<file path="src/rtl/mem_port_arbiter_if.sv">
// Bundle of per-port request channels and the shared memory channels seen by mem_port_arbiter.
// The master view belongs to the arbiter; the slave view to the requesters and memory adapter.
interface mem_port_arbiter_if #(
  parameter int num_ports = 4,
  parameter int mem_width = 32,
  parameter int cmd_width = 65
);
  logic [num_ports-1:0] req_cmd_valid;
  logic [num_ports-1:0] req_cmd_ready;
  logic [cmd_width-1:0] req_cmd_data [num_ports];

  logic [num_ports-1:0] req_wr_valid;
  logic [num_ports-1:0] req_wr_ready;
  logic [mem_width-1:0] req_wr_data [num_ports];

  logic [num_ports-1:0] req_rd_valid;
  logic [num_ports-1:0] req_rd_ready;
  logic [mem_width-1:0] req_rd_data;

  logic                 mem_cmd_valid;
  logic                 mem_cmd_ready;
  logic [cmd_width-1:0] mem_cmd_data;

  logic                 mem_write_valid;
  logic                 mem_write_ready;
  logic [mem_width-1:0] mem_write_data;

  logic                 mem_read_valid;
  logic                 mem_read_ready;
  logic [mem_width-1:0] mem_read_data;

  modport master (
    input  req_cmd_valid, req_cmd_data,
    output req_cmd_ready,
    input  req_wr_valid, req_wr_data,
    output req_wr_ready,
    output req_rd_valid, req_rd_data,
    input  req_rd_ready,
    output mem_cmd_valid, mem_cmd_data,
    input  mem_cmd_ready,
    output mem_write_valid, mem_write_data,
    input  mem_write_ready,
    input  mem_read_valid, mem_read_data,
    output mem_read_ready
  );

  modport slave (
    output req_cmd_valid, req_cmd_data,
    input  req_cmd_ready,
    output req_wr_valid, req_wr_data,
    input  req_wr_ready,
    input  req_rd_valid, req_rd_data,
    output req_rd_ready,
    input  mem_cmd_valid, mem_cmd_data,
    output mem_cmd_ready,
    input  mem_write_valid, mem_write_data,
    output mem_write_ready,
    output mem_read_valid, mem_read_data,
    input  mem_read_ready
  );
endinterface

</file>
<file path="src/rtl/mem_port_arbiter.sv">
// Round-robin arbiter sharing one memory command/write/read channel set among num_ports requesters.
// One transaction at a time; data phases are pure combinational passthrough of the granted port.
module mem_port_arbiter #(
  parameter int num_ports = 4,
  parameter int mem_width = 32,
  parameter int cmd_width = 65,
  localparam int id_w = (num_ports > 1) ? $clog2(num_ports) : 1
) (
  input  logic                clk,
  input  logic                reset_n,
  mem_port_arbiter_if.master  bus,
  output logic                busy,
  output logic [id_w-1:0]     grant_id
);

  localparam int sum_w = id_w + 1;

  typedef enum logic [1:0] {IDLE, CMD, WRITE, READ} state_t;

  state_t            state, state_nxt;
  logic [id_w-1:0]   rr_ptr, rr_nxt;
  logic [id_w-1:0]   grant_nxt;
  logic [31:0]       count, count_nxt;

  logic              arb_found;
  logic [id_w-1:0]   arb_pick;
  logic [sum_w-1:0]  arb_sum;

  logic [cmd_width-1:0] cmd_sel;
  logic [mem_width-1:0] wr_sel;
  logic [31:0]          cmd_len;
  logic                 cmd_is_read;
  logic                 last_word;

  assign cmd_sel     = bus.req_cmd_data[grant_id];
  assign wr_sel      = bus.req_wr_data[grant_id];
  assign cmd_len     = cmd_sel[31:0];
  assign cmd_is_read = cmd_sel[cmd_width-1];
  assign last_word   = (count == 32'd1);
  assign busy        = (state != IDLE);

  // First requesting port at or after rr_ptr, wrapping modulo num_ports.
  always_comb begin
    arb_found = 1'b0;
    arb_pick  = '0;
    arb_sum   = '0;
    for (int i = 0; i < num_ports; i++) begin
      arb_sum = {1'b0, rr_ptr} + sum_w'(i);
      if (arb_sum >= sum_w'(num_ports)) begin
        arb_sum = arb_sum - sum_w'(num_ports);
      end
      if (!arb_found && bus.req_cmd_valid[arb_sum[id_w-1:0]]) begin
        arb_found = 1'b1;
        arb_pick  = arb_sum[id_w-1:0];
      end
    end
  end

  // Outputs are also squelched while reset_n is low so an abandoned transfer
  // cannot complete a handshake in the reset cycle itself.
  always_comb begin
    state_nxt = state;
    rr_nxt    = rr_ptr;
    grant_nxt = grant_id;
    count_nxt = count;

    bus.req_cmd_ready   = '0;
    bus.req_wr_ready    = '0;
    bus.req_rd_valid    = '0;
    bus.req_rd_data     = '0;
    bus.mem_cmd_valid   = 1'b0;
    bus.mem_cmd_data    = '0;
    bus.mem_write_valid = 1'b0;
    bus.mem_write_data  = '0;
    bus.mem_read_ready  = 1'b0;

    if (reset_n) begin
      unique case (state)
        IDLE: begin
          if (arb_found) begin
            grant_nxt = arb_pick;
            state_nxt = CMD;
          end
        end

        CMD: begin
          bus.mem_cmd_valid           = 1'b1;
          bus.mem_cmd_data            = cmd_sel;
          bus.req_cmd_ready[grant_id] = bus.mem_cmd_ready;
          if (bus.mem_cmd_ready) begin
            count_nxt = cmd_len;
            rr_nxt    = (grant_id == id_w'(num_ports - 1)) ? '0 : grant_id + 1'b1;
            if (cmd_len == 32'd0) begin
              state_nxt = IDLE;
            end else if (cmd_is_read) begin
              state_nxt = READ;
            end else begin
              state_nxt = WRITE;
            end
          end
        end

        WRITE: begin
          bus.mem_write_valid        = bus.req_wr_valid[grant_id];
          bus.mem_write_data         = wr_sel;
          bus.req_wr_ready[grant_id] = bus.mem_write_ready;
          if (bus.req_wr_valid[grant_id] && bus.mem_write_ready) begin
            count_nxt = count - 32'd1;
            if (last_word) state_nxt = IDLE;
          end
        end

        READ: begin
          bus.req_rd_valid[grant_id] = bus.mem_read_valid;
          bus.req_rd_data            = bus.mem_read_data;
          bus.mem_read_ready         = bus.req_rd_ready[grant_id];
          if (bus.mem_read_valid && bus.req_rd_ready[grant_id]) begin
            count_nxt = count - 32'd1;
            if (last_word) state_nxt = IDLE;
          end
        end

        default: state_nxt = IDLE;
      endcase
    end
  end

  always_ff @(posedge clk) begin
    if (!reset_n) begin
      state    <= IDLE;
      rr_ptr   <= '0;
      grant_id <= '0;
      count    <= '0;
    end else begin
      state    <= state_nxt;
      rr_ptr   <= rr_nxt;
      grant_id <= grant_nxt;
      count    <= count_nxt;
    end
  end

endmodule

</file>
<file path="src/flat_wrapper.sv">
// flat-port wrapper written by rule: the top's interface ports become plain ports
module mem_port_arbiter_flat 
#(
  parameter int num_ports = 4,
  parameter int mem_width = 32,
  parameter int cmd_width = 65,
  localparam int id_w = (num_ports > 1) ? $clog2(num_ports) : 1
)
  (clk, reset_n, busy, grant_id, bus_req_cmd_valid, bus_req_cmd_data, bus_req_cmd_ready, bus_req_wr_valid, bus_req_wr_data, bus_req_wr_ready, bus_req_rd_valid, bus_req_rd_data, bus_req_rd_ready, bus_mem_cmd_valid, bus_mem_cmd_data, bus_mem_cmd_ready, bus_mem_write_valid, bus_mem_write_data, bus_mem_write_ready, bus_mem_read_valid, bus_mem_read_data, bus_mem_read_ready);
  mem_port_arbiter_if #(.num_ports(num_ports), .mem_width(mem_width), .cmd_width(cmd_width)) bus_i ();
  input  logic clk;
  input  logic reset_n;
  output logic busy;
  output logic [id_w-1:0] grant_id;
  input wire logic [$bits(bus_i.req_cmd_valid)-1:0] bus_req_cmd_valid;
  input wire logic [$bits(bus_i.req_cmd_data)-1:0] bus_req_cmd_data;
  output wire logic [$bits(bus_i.req_cmd_ready)-1:0] bus_req_cmd_ready;
  input wire logic [$bits(bus_i.req_wr_valid)-1:0] bus_req_wr_valid;
  input wire logic [$bits(bus_i.req_wr_data)-1:0] bus_req_wr_data;
  output wire logic [$bits(bus_i.req_wr_ready)-1:0] bus_req_wr_ready;
  output wire logic [$bits(bus_i.req_rd_valid)-1:0] bus_req_rd_valid;
  output wire logic [$bits(bus_i.req_rd_data)-1:0] bus_req_rd_data;
  input wire logic [$bits(bus_i.req_rd_ready)-1:0] bus_req_rd_ready;
  output wire logic [$bits(bus_i.mem_cmd_valid)-1:0] bus_mem_cmd_valid;
  output wire logic [$bits(bus_i.mem_cmd_data)-1:0] bus_mem_cmd_data;
  input wire logic [$bits(bus_i.mem_cmd_ready)-1:0] bus_mem_cmd_ready;
  output wire logic [$bits(bus_i.mem_write_valid)-1:0] bus_mem_write_valid;
  output wire logic [$bits(bus_i.mem_write_data)-1:0] bus_mem_write_data;
  input wire logic [$bits(bus_i.mem_write_ready)-1:0] bus_mem_write_ready;
  input wire logic [$bits(bus_i.mem_read_valid)-1:0] bus_mem_read_valid;
  input wire logic [$bits(bus_i.mem_read_data)-1:0] bus_mem_read_data;
  output wire logic [$bits(bus_i.mem_read_ready)-1:0] bus_mem_read_ready;
  assign bus_i.req_cmd_valid = bus_req_cmd_valid;
  assign bus_i.req_cmd_data = {>>{bus_req_cmd_data}};
  assign bus_req_cmd_ready = bus_i.req_cmd_ready;
  assign bus_i.req_wr_valid = bus_req_wr_valid;
  assign bus_i.req_wr_data = {>>{bus_req_wr_data}};
  assign bus_req_wr_ready = bus_i.req_wr_ready;
  assign bus_req_rd_valid = bus_i.req_rd_valid;
  assign bus_req_rd_data = bus_i.req_rd_data;
  assign bus_i.req_rd_ready = bus_req_rd_ready;
  assign bus_mem_cmd_valid = bus_i.mem_cmd_valid;
  assign bus_mem_cmd_data = bus_i.mem_cmd_data;
  assign bus_i.mem_cmd_ready = bus_mem_cmd_ready;
  assign bus_mem_write_valid = bus_i.mem_write_valid;
  assign bus_mem_write_data = bus_i.mem_write_data;
  assign bus_i.mem_write_ready = bus_mem_write_ready;
  assign bus_i.mem_read_valid = bus_mem_read_valid;
  assign bus_i.mem_read_data = bus_mem_read_data;
  assign bus_mem_read_ready = bus_i.mem_read_ready;
  mem_port_arbiter #(.num_ports(num_ports), .mem_width(mem_width), .cmd_width(cmd_width)) u_core (.clk(clk), .reset_n(reset_n), .bus(bus_i), .busy(busy), .grant_id(grant_id));
endmodule
</file>
<file path="config.mk">
export PLATFORM = sky130hd
export DESIGN_NAME = mem_port_arbiter_flat
export DESIGN_NICKNAME = d
export VERILOG_FILES = /design/src/rtl/mem_port_arbiter_if.sv /design/src/rtl/mem_port_arbiter.sv /design/src/flat_wrapper.sv
export SDC_FILE = /design/constraint.sdc
export NUM_CORES = 1
export LEC_CHECK = 0
export ABC_AREA = 1
export CORE_AREA = 2 2 225 227
export DETAILED_ROUTE_END_ITERATION = 16
export DIE_AREA = 0 0 227 229
export GPL_ROUTABILITY_DRIVEN = 1
export GPL_TIMING_DRIVEN = 1
export PLACE_DENSITY_LB_ADDON = 0.25
export SYNTH_ARGS = -nofsm -noshare
export SYNTH_HDL_FRONTEND = slang
export SYNTH_SLANG_ARGS = --single-unit
</file>
<file path="constraint.sdc">
create_clock -name clk -period 4.5 [get_ports clk]
set_input_delay 1.125 -clock clk [delete_from_list [all_inputs] [get_ports clk]]
set_output_delay 1.125 -clock clk [all_outputs]
set_load 0.02 [all_outputs]
</file>
# Word level (Yosys, flattened, before mapping)
# Index checks and enable logic that the tools add are counted.
# W data, S select, Z words.
dict set report classes {
  order_cmp 11
  addsub 9
  n_reduce_logical 17
  n_bitwise 4
  n_eq_ne 9
  muxes 63
}
# cell n
set op_table {}
lappend op_table {{$mux W32} 9}
lappend op_table {{$mux W65} 4}
lappend op_table {{$bmux W65 S2} 1}
lappend op_table {{$pmux W32 S3} 1}
lappend op_table {{$bmux W32 S2} 1}
lappend op_table {{$eq A32 B1 Y1 const B} 1}
lappend op_table {{$logic_not A32 Y1} 1}
lappend op_table {{$sub A32 B1 Y32 const B} 1}
lappend op_table {{$mux W2} 15}
lappend op_table {{$mux W4} 6}
lappend op_table {{$mux W1} 18}
lappend op_table {{$lt A2 B3 Y1 const B} 5}
lappend op_table {{$and A4 B4 Y4} 3}
lappend op_table {{$bmux W1 S2} 6}
lappend op_table {{$ge A3 B3 Y1 const B} 4}
lappend op_table {{$pmux W2 S4} 1}
lappend op_table {{$reduce_and A4 Y1} 2}
lappend op_table {{$sub A2 B1 Y2 const B} 4}
lappend op_table {{$add A2 B2 Y3 const B} 2}
lappend op_table {{$eq A2 B2 Y1 const B} 3}
lappend op_table {{$logic_and A1 B1 Y1} 6}
lappend op_table {{$ne A2 B1 Y1 const B} 3}
lappend op_table {{$reduce_and A2 Y1} 2}
lappend op_table {{$add A2 B1 Y3 const B} 1}
lappend op_table {{11 further kinds} 13}
dict set report totals {
  register_bits 38
  in_bits 437
  out_inout_bits 147
}

# Longest topological paths before layout
dict set report depth {
  word_depth 16
  ltp_mapped 13
}

# Worst setup path after synthesis
# No wires, ideal clock.
dict set report synth_timing {
  kind {input port to output port}
  start {in reset_n}
  end {out bus_mem_cmd_data[37]}
  cell_stages 6
  setup_slack_ps 1045
  t_arrival_ps 2330
  t_required_ps 3375
  cell_sequence {inv_1 > nor2_1 > inv_1 > clkbuf_1 > buf_2 > a21oi_1}
}
dict set report synth_via {
  elab_chain_len 1
}
# element line
set synth_rtl {}
lappend synth_rtl {{start: declaration} flat_wrapper.sv:12} ;# input logic reset_n;
lappend synth_rtl {{$mux W65} mem_port_arbiter.sv:77} ;# if (reset_n) begin
lappend synth_rtl {{end: declaration} flat_wrapper.sv:25} ;# output wire logic [$bits(bus_i.mem_cmd_data)-1:0] bus_mem_cmd_data;
# No other way between the ends.

# Final worst setup path
dict set report layout_timing {
  start {in reset_n}
  end {out bus_mem_cmd_data[14]}
}
# Same word-level chain as after synthesis.

==> run_results.csv <==
group,metric,value,unit
grt,grt_pass1_wl,73500,um
routing,wl,53500,um
power_and_ir_drop,power.switching,4.24,mW
cts,clock_path_buffers,2,
routing,wl_met3,3560,um
setup_path,worstPathMaxFanout,32,
sta,timing.fmax,0.240,GHz
sta,finalMaxSlewViolations,0,
place,dp_hpwl,44600,um
routing,drt-initial-drc-count,699,
power_and_ir_drop,pwr-share-clk,6.5,%
sta,fin_crit_sh,92.6,%
die,fp.dieH,229,um
sta,worst_pin_slew,0.745,ns
yosys,synth.distinct_cells,30,
die,std_cell_rows,82,
setup_path,slowest_delay,0.63,ns
place,gp_congestion,0.940,
layout,stdcell_count,2588,
routing,maxUsedRoutingLayer,"met5",
setup_path,path_class,"in -> out",
yosys,synth_area_per_cell,4.79,um^2
sta,finalHoldViolations,0,
cts,holdBufCountCts,0,
layout,fill_cells,5767,
power_and_ir_drop,swShare,60.1,%
grt,grt_util_all_layers,19.5,%
routing,drc,0,
routing,firstDrtPassIters,5,
die,die_area,52000,um^2
place,place_ws,0.315,ns
routing,wl_per_cell,20.7,um
power_and_ir_drop,p_seq_share,9.4,%
power_and_ir_drop,irDropWorstVdd,0.282,mV
yosys,synth.ff_latch_count,38,
setup_path,crit_slowest_cell,"clkdlybuf4s50_1",
power_and_ir_drop,combPwrFrac,84.1,%
grt,first_global_vias,10700,
sta,setup_viol,0,
layout,synthToLayoutAreaGrowth,102,%
yosys,syn_nets,1832,
sta,setup_tns,0,ns
routing,drtAntennaViolNets,0,
job,maxCapViolCount,0,
power_and_ir_drop,pwr_density_cell,526,nW/um^2
die,fp.dieW,227,um
routing,via_count,11000,
cts,cts_buffers,5,
outcome,outcome,"finished clean",
setup_path,end_kind,"primary output",
place,placedCellCount,2569,
die,fp.coreArea,49700,um^2
sta,fin_skew,0.00916,ns
sta,min_period,4.17,ns
worst_hold_path,worstHoldPathType,"reg -> reg",
yosys,synth_area_leaders,"nor2_1, nand2_1, o21ai_0",
grt,overflow,0,
yosys,ys_seq_area_share,11.4,%
setup_path,path_buf_inv,5,
cts,clk_pin_slew,0.06,ns
setup_path,cp.arrival,3.04,ns
setup_path,critPathTopFamily,"buffers and inverters",
cts,cts.sinks,38,
routing,met2_length,27300,um
power_and_ir_drop,p_leak,5.40,nW
power_and_ir_drop,p_total,7.05,mW
yosys,ys_warn_count,0,
yosys,synthCells,1389,
yosys,synth_top_area_share,23.2,%
sta,rsz0062_at_grt,"false",
routing,met1Wirelength,21100,um
setup_path,cp-start-kind,"primary input",
sta,setup_ws,0.333,ns
cts,insertion_delay,0.30,ns
layout,fin_nets,2347,
cts,post_cts.repair.setup_buffers,0,
die,start_util,13.4,%
cts,cts_tree,"done",
sta,maxSlewHeadroom,50.3,%
setup_path,r2r_setup_slack,1.94,ns
setup_path,crit_path_cell_trace,"clkdlybuf4s50_1, inv_1, nor2_1, inv_2, buf_4, nor2_1, clkdlybuf4s50_1",
layout,drive_above_1_share,3.31,%
cts,cts-root-buf,"clkbuf_16",
grt,antenna_found_initial,28,
yosys,synth_area,6650,um^2
cts,ctsResizeCount,0,
routing,viasPerCell,4.27,
power_and_ir_drop,p_int,2.81,mW
yosys,synth_largest_area_cell,"nor2_1",
grt,grt_max_degree,111,
die,boundaryPins,584,
setup_path,critPathRequiredTime,3.38,ns
place,io_buffers,583,
cts,htree_levels,2,
## Yosys cell counts
master and instances:
nand2_1 336, nor4_1 1, nand4_1 4, clkbuf_1 37, buf_2 37, o211ai_1 3
o21bai_1 1, a32oi_1 2, nor2_1 411, nand2_2 1, xnor2_1 6, o21ai_1 1
buf_6 8, a211oi_1 2, buf_1 8, nor2_4 2, inv_2 5, a31oi_1 4
nand3b_1 4, o21ai_0 163, dfxtp_1 38, nor3_1 9, inv_1 67, nand3_1 113
buf_4 7, nor2_2 2, or2_2 1, ha_1 6, xor2_1 4, a21oi_1 106
## final timing paths
check	from	to	cells after the start
worst max-delay path	reset_n	bus_mem_cmd_data[14]	7
worst min-delay path	u_core.count[29]$_SDFFE_PN0P_	u_core.count[29]$_SDFFE_PN0P_	2
worst max register to register	u_core.grant_id[0]$_SDFFE_PN0P_	u_core.count[27]$_SDFFE_PN0P_	12
worst min register to register	u_core.count[29]$_SDFFE_PN0P_	u_core.count[29]$_SDFFE_PN0P_	2
## sequential cells by signal (all words and copies together), names as in the netlist
signal	count
u_core.count	32
u_core.grant_id	2
u_core.rr_ptr	2
u_core.state	2
## area by class of cell
| cell class | count | area [um^2] | area share (%) |
|---|---|---|---|
| Timing Repair Buffer | 605 | 6190 | 46.1 |
| Multi-Input combinational cell | 1182 | 5120 | 38.2 |
| Tap cell | 672 | 841 | 6.27 |
| Sequential cell | 38 | 768 | 5.72 |
| Inverter | 72 | 278 | 2.07 |
| Clock buffer | 6 | 150 | 1.12 |
| Clock inverter | 2 | 38.8 | 0.289 |
| Antenna cell | 11 | 27.5 | 0.205 |
## worst register-to-register path, cell delays in order (launching register included)
cell and delay (ns):
dfxtp_4 0.42, inv_6 0.37, buf_12 0.30, nand2_1 0.09
nand3_1 0.10, nand3_1 0.10, nand2_1 0.14, nand2_2 0.12
nor2_4 0.11, buf_4 0.36, nand2_1 0.12, o21bai_1 0.17
a21oi_1 0.12
## metrics by stage
stage | hold WS, ns | cell area (um^2) | util, %
final | 0.493 | 13400 | 27.0
after global routing | 0.504 | 13400 | 27.0
after CTS | 0.494 | 13400 | 27.0
after detailed placement | 0.484 | 13200 | 26.6
after global placement | 0.471 | 13200 | 26.6
after floorplan | 0.453 | 6650 | -
## routing by layer
| layer | vias up | track usage (%) |
|---|---|---|
| met1 | 4979 | 22.0 |
| met5 | - | 0 |
| met3 | 87 | 3.77 |
| met2 | 468 | 36.6 |
| li1 | 5500 | - |
| met4 | 8 | 6.00 |
## layout by cell type, fill, tap and decap left out, types with 4 or more instances in the layout
cell type / netlist / routed
nand3b_1: 4 / 4
inv_2: 5 / 4
dfxtp_1: 38 / 36
nor2_1: 411 / 411
xor2_1: 4 / 4
ha_1: 6 / 6
nor3_1: 9 / 9
a21oi_1: 106 / 106
clkdlybuf4s50_1: 0 / 564
buf_4: 7 / 22
nand2_1: 336 / 336
diode_2: 0 / 11
xnor2_1: 6 / 6
clkbuf_16: 0 / 6
nand4_1: 4 / 4
inv_1: 67 / 66
a31oi_1: 4 / 4
o21ai_0: 163 / 163
nand3_1: 113 / 113
buf_12: 0 / 19
## cells by family after synthesis
| group | after synthesis | synth area share (%) |
|---|---|---|
| flip-flops | 38 | 11.4 |
| AND/OR/NAND/NOR | 884 | 53.0 |
| buffers and inverters | 169 | 11.5 |
| adder cells (fa/ha/maj) | 6 | 1.13 |
| XOR/XNOR | 10 | 1.32 |
| AO/OA/AOI/OAI | 282 | 21.6 |
## power groups by stage
| stage | Sequential, mW | Clock (mW) | Combinational [mW] |
|---|---|---|---|
| floorplan | 0.596 | 0 | 3.67 |
| global placement | 0.665 | 0 | 6.02 |
| detailed placement | 0.666 | 0 | 6.01 |
| CTS | 0.660 | 0.471 | 6.03 |
| global route | 0.685 | 0.482 | 6.60 |
| finish | 0.661 | 0.458 | 5.94 |
No activity file was read; power rests on OpenSTA's default activity.
